## src/rtl/mem_stage_module.sv

```systemverilog
// mem_stage_module: MEM pipeline stage with a single-outstanding data-memory
// handshake (IDLE -> ACCESS -> DONE) and the MEM/WB pipeline register.
// Optional feature macro: MEM_TIMEOUT_EN. When it is defined, an access that
// sees no mem_ready for TIMEOUT_CYCLES cycles is aborted with 32'hDEADBEEF and
// the sticky mem_err flag is set. When it is undefined, ACCESS waits forever.
module mem_stage_module #(
  parameter int ADDR_OFFSET    = 1024,
  parameter int TIMEOUT_CYCLES = 15
) (
  input  logic        clk,
  input  logic        rst,
  input  logic        wb_en_in,
  input  logic        mem_r_en_in,
  input  logic        mem_w_en_in,
  input  logic [31:0] alu_res_in,
  input  logic [31:0] val_Rm_in,
  input  logic [3:0]  dest_in,
  output logic        mem_req,
  output logic        mem_we,
  output logic [31:0] mem_addr,
  output logic [31:0] mem_wdata,
  input  logic [31:0] mem_rdata,
  input  logic        mem_ready,
  output logic        freeze_out,
  output logic        wb_en_out,
  output logic        mem_r_en_out,
  output logic [31:0] alu_res_out,
  output logic [31:0] mem_data_out,
  output logic [3:0]  dest_out,
  output logic [31:0] MEM_wb_value,
  output logic        wb_en_hazard,
  output logic [3:0]  dest_hazard,
  output logic        mem_err
);

  typedef enum logic [1:0] {IDLE, ACCESS, DONE} state_t;

  state_t      state;
  logic [31:0] rd_latch;
  logic [31:0] off_addr;
  logic [31:0] load_data;
  logic        access;
  logic        freeze;
  logic        tmo_hit;

  assign access   = mem_r_en_in | mem_w_en_in;
  assign off_addr = alu_res_in - 32'(ADDR_OFFSET);
  assign mem_addr = {2'b00, off_addr[31:2]};

  // Gating with rst drops the request and the stall the instant reset is
  // asserted, rather than waiting for the async state reset to propagate.
  assign freeze     = rst & (((state == IDLE) & access) | (state == ACCESS));
  assign freeze_out = freeze;
  assign mem_req    = freeze;
  assign mem_we     = freeze & mem_w_en_in;
  assign mem_wdata  = val_Rm_in;

  assign MEM_wb_value = alu_res_in;
  assign wb_en_hazard = wb_en_in;
  assign dest_hazard  = dest_in;

  // A store (including read+write, where the write wins) returns no data.
  assign load_data = ((state == DONE) && mem_r_en_in && !mem_w_en_in) ? rd_latch : 32'h0;

`ifdef MEM_TIMEOUT_EN
  localparam int CNT_W = (TIMEOUT_CYCLES < 2) ? 1 : $clog2(TIMEOUT_CYCLES);
  localparam logic [CNT_W-1:0] CNT_LAST = CNT_W'(TIMEOUT_CYCLES - 1);

  logic [CNT_W-1:0] tmo_cnt;

  assign tmo_hit = (state == ACCESS) && !mem_ready && (tmo_cnt == CNT_LAST);

  // Count consecutive not-ready ACCESS cycles; the error flag is sticky until reset.
  always_ff @(posedge clk or negedge rst) begin
    if (!rst) begin
      tmo_cnt <= '0;
      mem_err <= 1'b0;
    end else if ((state == ACCESS) && !mem_ready) begin
      if (tmo_hit) begin
        tmo_cnt <= '0;
        mem_err <= 1'b1;
      end else begin
        tmo_cnt <= tmo_cnt + 1'b1;
      end
    end else begin
      tmo_cnt <= '0;
    end
  end
`else
  assign tmo_hit = 1'b0;
  assign mem_err = 1'b0;
`endif

  // Access sequencer: one request per instruction, DONE is a one-cycle release slot.
  always_ff @(posedge clk or negedge rst) begin
    if (!rst) begin
      state    <= IDLE;
      rd_latch <= 32'h0;
    end else begin
      case (state)
        IDLE: begin
          if (access) state <= ACCESS;
        end
        ACCESS: begin
          if (mem_ready) begin
            rd_latch <= mem_rdata;
            state    <= DONE;
          end else if (tmo_hit) begin
            rd_latch <= 32'hDEADBEEF;
            state    <= DONE;
          end
        end
        DONE:    state <= IDLE;
        default: state <= IDLE;
      endcase
    end
  end

  // MEM/WB register: advances whenever the pipeline is not frozen.
  always_ff @(posedge clk or negedge rst) begin
    if (!rst) begin
      wb_en_out    <= 1'b0;
      mem_r_en_out <= 1'b0;
      alu_res_out  <= 32'h0;
      mem_data_out <= 32'h0;
      dest_out     <= 4'h0;
    end else if (!freeze) begin
      wb_en_out    <= wb_en_in;
      mem_r_en_out <= mem_r_en_in;
      alu_res_out  <= alu_res_in;
      mem_data_out <= load_data;
      dest_out     <= dest_in;
    end
  end

endmodule

```

## config.mk

```make
export PLATFORM = sky130hd
export DESIGN_NAME = mem_stage_module
export DESIGN_NICKNAME = d
export VERILOG_FILES = /design/src/rtl/mem_stage_module.sv
export SDC_FILE = /design/constraint.sdc
export NUM_CORES = 1
export LEC_CHECK = 0
export CAP_MARGIN = 15
export CORE_ASPECT_RATIO = 0.5
export CORE_UTILIZATION = 54
export CTS_CLUSTER_SIZE = 12
export DETAILED_ROUTE_END_ITERATION = 10
export DONT_BUFFER_PORTS = 1
export PLACE_DENSITY = 0.8
export SYNTH_ARGS = -nofsm -noshare
export SYNTH_HDL_FRONTEND = slang
export SYNTH_SLANG_ARGS = --single-unit
```

## constraint.sdc

```tcl
create_clock -name clk -period 2.9 [get_ports clk]
set_clock_uncertainty 0.05 [all_clocks]
set_input_delay 0.58 -clock clk [delete_from_list [all_inputs] [get_ports clk]]
set_output_delay 0.58 -clock clk [all_outputs]
set_load 0.01 [all_outputs]
```

==> impl_metrics.csv, run 1 <==
group,metric,value,unit
global_route,grt_overflow_total,0,
power,peakVddDrop,0.3608,mV
route,wirelength,9342,um
global_route,grt_pass1_vias,2534,
clocking,cts-htree-levels,3,
critical_path,slowest_stage,"or3_1",
critical_path,crit_family,"simple AND/OR/NAND/NOR gates",
placement,place_hpwl,6798,um
placement,gp_congestion,0.7223,
critical_path,path_max_fanout,7,
synthesis,ys_warn_count,0,
critical_path,critPathKind,"input port to output pin",
sta,clock.fmax,374.6,MHz
final_layout,layout_common_cells,"nand2_1 (104), dfrtp_1 (104), mux2_1 (32), a22o_1 (32), xor2_1 (14)",
critical_path,crit_chain,"inv_1 -> ha_1 -> nor3b_2 -> nand2_1 -> or3_1 -> xnor2_1",
synthesis,synth.avg_cell_area,11.07,um^2
clocking,root_buffer,"clkbuf_16",
clocking,cts_buffers,9,
worst_hold_path,hp-class,"input port to asynchronous set/reset pin",
synthesis,ys.flop_type,"dfrtp_1",
clocking,clock_latency,330,ps
final_layout,fin_nets,464,
synthesis,synth_edf_count,0,
critical_path,arrival,2040,ps
sta,relSlewSlack,30.17,%
critical_path,endpoint_kind,"output pin",
placement,place_ws,10.79,ps
critical_path,cp_data_required_time,2270,ps
synthesis,syn_inst,436,
sta,fin_ws,230.3,ps
clocking,clockBufferDepth,2,
clocking,post-cts-setup-buffers,0,
final_layout,areaGrowthSynthToFinish,-3.242,%
route,ant_nets,0,
sta,whs,-112.8,ps
clocking,cts_num_sinks,104,
clocking,clkTransAtPathRegs,70,ps
sta,drv_slew,0,
route,drc,0,
route,drt_iter0_drc,177,
die,num_io_pins,281,
route,wire_per_inst,19.71,um
run,maxCapViolCount,0,
sta,setup_viol,0,
final_layout,fillCellCount,719,
critical_path,cpPeakStageDelay,400,ps
die,die_y,68.84,um
synthesis,yosysUniqueCellTypes,32,
route,viasPerCell,5.576,
sta,hold_viol_final,104,
critical_path,startpoint_type,"input port",
global_route,grt_max_degree,106,
die,core-area,8317,um^2
global_route,antenna_found_initial,0,
clocking,cts_tree,"yes",
placement,port_buffers,0,
power,p_per_area,806.1,nW/um^2
die,initial_core_util,58.01,%
die,fp.dieW,135.7,um
synthesis,async_flop_share,100.0,%
sta,period_needed,2670,ps
global_route,track_usage,19.22,%
status,failed_checks,"hold timing",
final_layout,drive_gt1_share,9.669,%
synthesis,synth_area,4825,um^2
sta,tightest_slew,1046,ps
final_layout,n_antenna_cell,0,
synthesis,seq_area_frac_synth,53.94,%
status,status,"finished, violations left",
sta,grt_setup_unrepaired,"false",
route,via_count,2643,
power,finalPower,3.763,mW
sta,finalSetupTns,0,ps
power,power_leakage,2.220,nW
critical_path,crit_buf_inv,1,
sta,layout_worst_path_cycle_share,92.06,%
global_route,grt_pass1_wl,13470,um
die,die_area,9339,um^2
synthesis,ys_ff_latch,104,
route,first_pass_iters,4,
die,rows,23,
## path summary, 6_finish.rpt
| check | startpoint | slack (ps) | cells after the start | endpoint |
|---|---|---|---|---|
| setup reg to reg | state[0] | 1090 | 4 | alu_res_out[31] |
| min in group clk | mem_rdata[25] | 300 | 2 | rd_latch[25] |
| max in group asynchronous | rst | 2790 | 0 | alu_res_out[22] |
| setup / recovery | alu_res_in[10] | 230 | 6 | mem_addr[20] |
| hold / removal | rst | -110 | 0 | rd_latch[21] |
| hold reg to reg | rd_latch[21] | 430 | 2 | rd_latch[21] |
## metal layers
layer / share of wire, % / GRT usage, %
met5: 0 / 0
met3: 8.3 / 7.822
met4: 0.46 / 6.039
met2: 52 / 32.40
met1: 39 / 22.94
## through the flow
stage                     hold WS [ps]  utilization [%]  cells  area [um^2]
after floorplan                  234.4                -    438         4832
after global placement           236.0            52.23    458         4344
after detailed placement         236.4            52.23    458         4344
after CTS                       -130.4            56.13    474         4668
after global routing            -137.9            56.13    474         4668
final                           -112.8            56.13    474         4668
## flip-flops by register name, summed over array words and instances (netlist names)
register and flops:
mem_r_en_out 1, mem_data_out 32, state 2, alu_res_out 32, wb_en_out 1, dest_out 4
rd_latch 32
## final cells by class
type / instances / area [um^2] / area share, %
multi-input cells: 231 / 1539 / 32.97
inverters: 4 / 15.01 / 0.3216
clock inverters: 5 / 86.33 / 1.849
flip-flops and latches: 104 / 2603 / 55.75
well taps: 112 / 140.1 / 3.002
clock buffers: 11 / 232.7 / 4.985
repair buffers: 7 / 52.55 / 1.126
## cell usage after synthesis (all sizes together), types with 2 or more instances
master / number / area share, %
nor2: 7 / 0.54
nand2b: 2 / 0.41
inv: 4 / 0.31
or3: 5 / 0.65
xnor2: 4 / 0.73
xor2: 14 / 2.5
nor4: 4 / 1.1
mux2: 36 / 8.4
nor3b: 2 / 0.31
nor3: 8 / 1.1
dfrtp: 104 / 54
nand2: 104 / 8.1
o21ai: 2 / 0.21
clkbuf: 8 / 0.62
buf: 91 / 14
a22o: 32 / 5.8
## power breakdown
part | internal, mW | total, mW | leakage, nW | switching, mW
registers | 1.77 | 2.01 | 1.31 | 0.239
clock network | 0.767 | 1.28 | 0.155 | 0.516
logic | 0.196 | 0.474 | 0.755 | 0.278
total | 2.73 | 3.76 | 2.22 | 1.03
## cell families after synthesis
family / share of synthesized area, %
xor+xnor: 3.268
compound gates: 6.510
flops: 53.94
simple gates: 12.91
other cells: 0.07773
fa+ha+maj: 0.2593
buf+inv: 14.63
mux: 8.403
## repair_timing
action                                  in CTS  in global routing
endpoints found under the setup margin       1                  0
endpoints found under the hold margin      104                104
resized for setup                            1                  0
Power figures use the tool's default switching activity.
==> run 2: changes to the inputs <==
--- a/config.mk
+++ b/config.mk
@@ -8,6 +8,7 @@
 export CAP_MARGIN = 15
 export CORE_ASPECT_RATIO = 0.5
 export CORE_UTILIZATION = 54
+export CTS_BUF_LIST = sky130_fd_sc_hd__clkbuf_4 sky130_fd_sc_hd__clkbuf_8 sky130_fd_sc_hd__clkbuf_16
 export CTS_CLUSTER_SIZE = 12
 export DETAILED_ROUTE_END_ITERATION = 10
 export DONT_BUFFER_PORTS = 1
==> impl_metrics.csv, run 2 (synthesis results as in run 1) <==
group,metric,value,unit
critical_path,r2r-start,"state[0]",
die,rows,23,
global_route,grt_pass1_wl,13470,um
clocking,cts_tree,"yes",
clocking,clock_latency,330,ps
power,internal_power,2.749,mW
final_layout,final_core_util,56.22,%
final_layout,layout_common_cells,"nand2_1 (104), dfrtp_1 (104), mux2_1 (32), a22o_1 (32), xor2_1 (14)",
sta,relSlewSlack,30.14,%
global_route,antenna_found_initial,0,
route,first_pass_iters,4,
final_layout,stdcell_area,4676,um^2
final_layout,areaGrowthSynthToFinish,-3.086,%
sta,fin_ws,230.3,ps
placement,gp_congestion,0.7223,
global_route,grt_pass1_vias,2534,
sta,hold_viol_final,104,
clocking,clkTransAtPathRegs,70,ps
die,num_io_pins,281,
sta,clock.fmax,374.6,MHz
global_route,grt_overflow_total,0,
critical_path,arrival,2040,ps
clocking,clockBufferDepth,2,
sta,finalSetupTns,0,ps
die,initial_core_util,58.01,%
route,wire_per_inst,19.70,um
global_route,grt_max_degree,106,
sta,tightest_slew,1047,ps
critical_path,path_max_fanout,7,
final_layout,reg_top3,"alu_res_out: 32 flops, mem_data_out: 32 flops, rd_latch: 32 flops",
power,sw_frac_of_total,27.30,%
power,power_frac_comb,12.5,%
global_route,track_usage,19.22,%
sta,drv_slew,0,
critical_path,cp-startpoint,"alu_res_in[10]",
final_layout,drive_gt1_share,10.22,%
clocking,cts_num_sinks,104,
clocking,cts-htree-levels,3,
run,maxCapViolCount,0,
die,fp.dieW,135.7,um
critical_path,endpoint_kind,"output pin",
route,viasPerCell,5.576,
critical_path,cp_data_required_time,2270,ps
placement,place_ws,10.79,ps
power,pwr-share-seq,53.1,%
critical_path,reg2reg_depth,4,
sta,grt_setup_unrepaired,"false",
placement,port_buffers,0,
critical_path,r2r_end,"alu_res_out[31]",
power,pwr-share-clk,34.4,%
power,power_leakage,2.226,nW
final_layout,fin_nets,464,
status,failed_checks,"hold timing",
final_layout,fillCellCount,719,
status,status,"finished, violations left",
critical_path,startpoint_type,"input port",
power,p_per_area,808.8,nW/um^2
route,ant_nets,0,
power,peakVddDrop,0.3609,mV
route,via_count,2643,
placement,place_hpwl,6798,um
critical_path,critPathKind,"input port to output pin",
sta,setup_viol,0,
final_layout,n_antenna_cell,0,
clocking,cts_buffers,9,
route,drt_iter0_drc,182,
placement,placed_area,4344,um^2
sta,whs,-112.9,ps
die,core-area,8317,um^2
die,die_y,68.84,um
power,p_sw,1.032,mW
sta,period_needed,2670,ps
die,die_area,9339,um^2
clocking,root_buffer,"clkbuf_16",
critical_path,r2r_slack,1090,ps
route,wirelength,9338,um
worst_hold_path,hp-class,"input port to asynchronous set/reset pin",
route,drc,0,
sta,layout_worst_path_cycle_share,92.06,%
run 2: routing by layer:
layer,wire length [um],part of all wire [%],GRT usage (%)
met4,43,0.46,6.039
met1,3643,39,22.94
met3,779,8.3,7.822
met2,4871,52,32.40
met5,0,0,0
run 2: what timing repair did:
item	in CTS	in global routing
endpoints found under the setup margin	1	0
gates resized for setup	1	0
hold endpoints to repair	104	104
setup buffers	0	0
run 2: how the worst max path moves through the flow:
stage                               to  slack [ps]
after detailed placement  mem_addr[20]          10
after global routing      mem_addr[20]          70
after floorplan           mem_addr[18]         270
after CTS                 mem_addr[20]         210
after global placement    mem_addr[20]         120
final                     mem_addr[20]         230
run 2: power groups by stage:
stage	Combinational [mW]	Clock, mW	Sequential (mW)
2_1_floorplan	0.512	0	1.98
3_3_place_gp	0.457	0	2.02
3_5_place_dp	0.481	0	2.04
4_1_cts	0.484	1.33	2.01
5_1_grt	0.542	1.40	2.04
6_report	0.474	1.30	2.01
run 2: worst max-delay path, cell delays in order:
cell and delay (ps):
inv_1 60, ha_1 170, nor3b_2 290, nand2_1 270, or3_1 400, xnor2_1 280
run 2: final cells by class:
type | count | area [um^2] | area share [%]
clock inverters | 5 | 86.33 | 1.846
repair buffers | 7 | 52.55 | 1.124
well taps | 112 | 140.1 | 2.997
clock buffers | 11 | 240.2 | 5.138
inverters | 4 | 15.01 | 0.3211
flip-flops and latches | 104 | 2603 | 55.66
multi-input cells | 231 | 1539 | 32.91
run 2: stage by stage:
stage | instances | total power [mW]
after floorplan | 438 | 2.493
after global placement | 458 | 2.478
after detailed placement | 458 | 2.522
after CTS | 474 | 3.830
after global routing | 474 | 3.986
final | 474 | 3.782
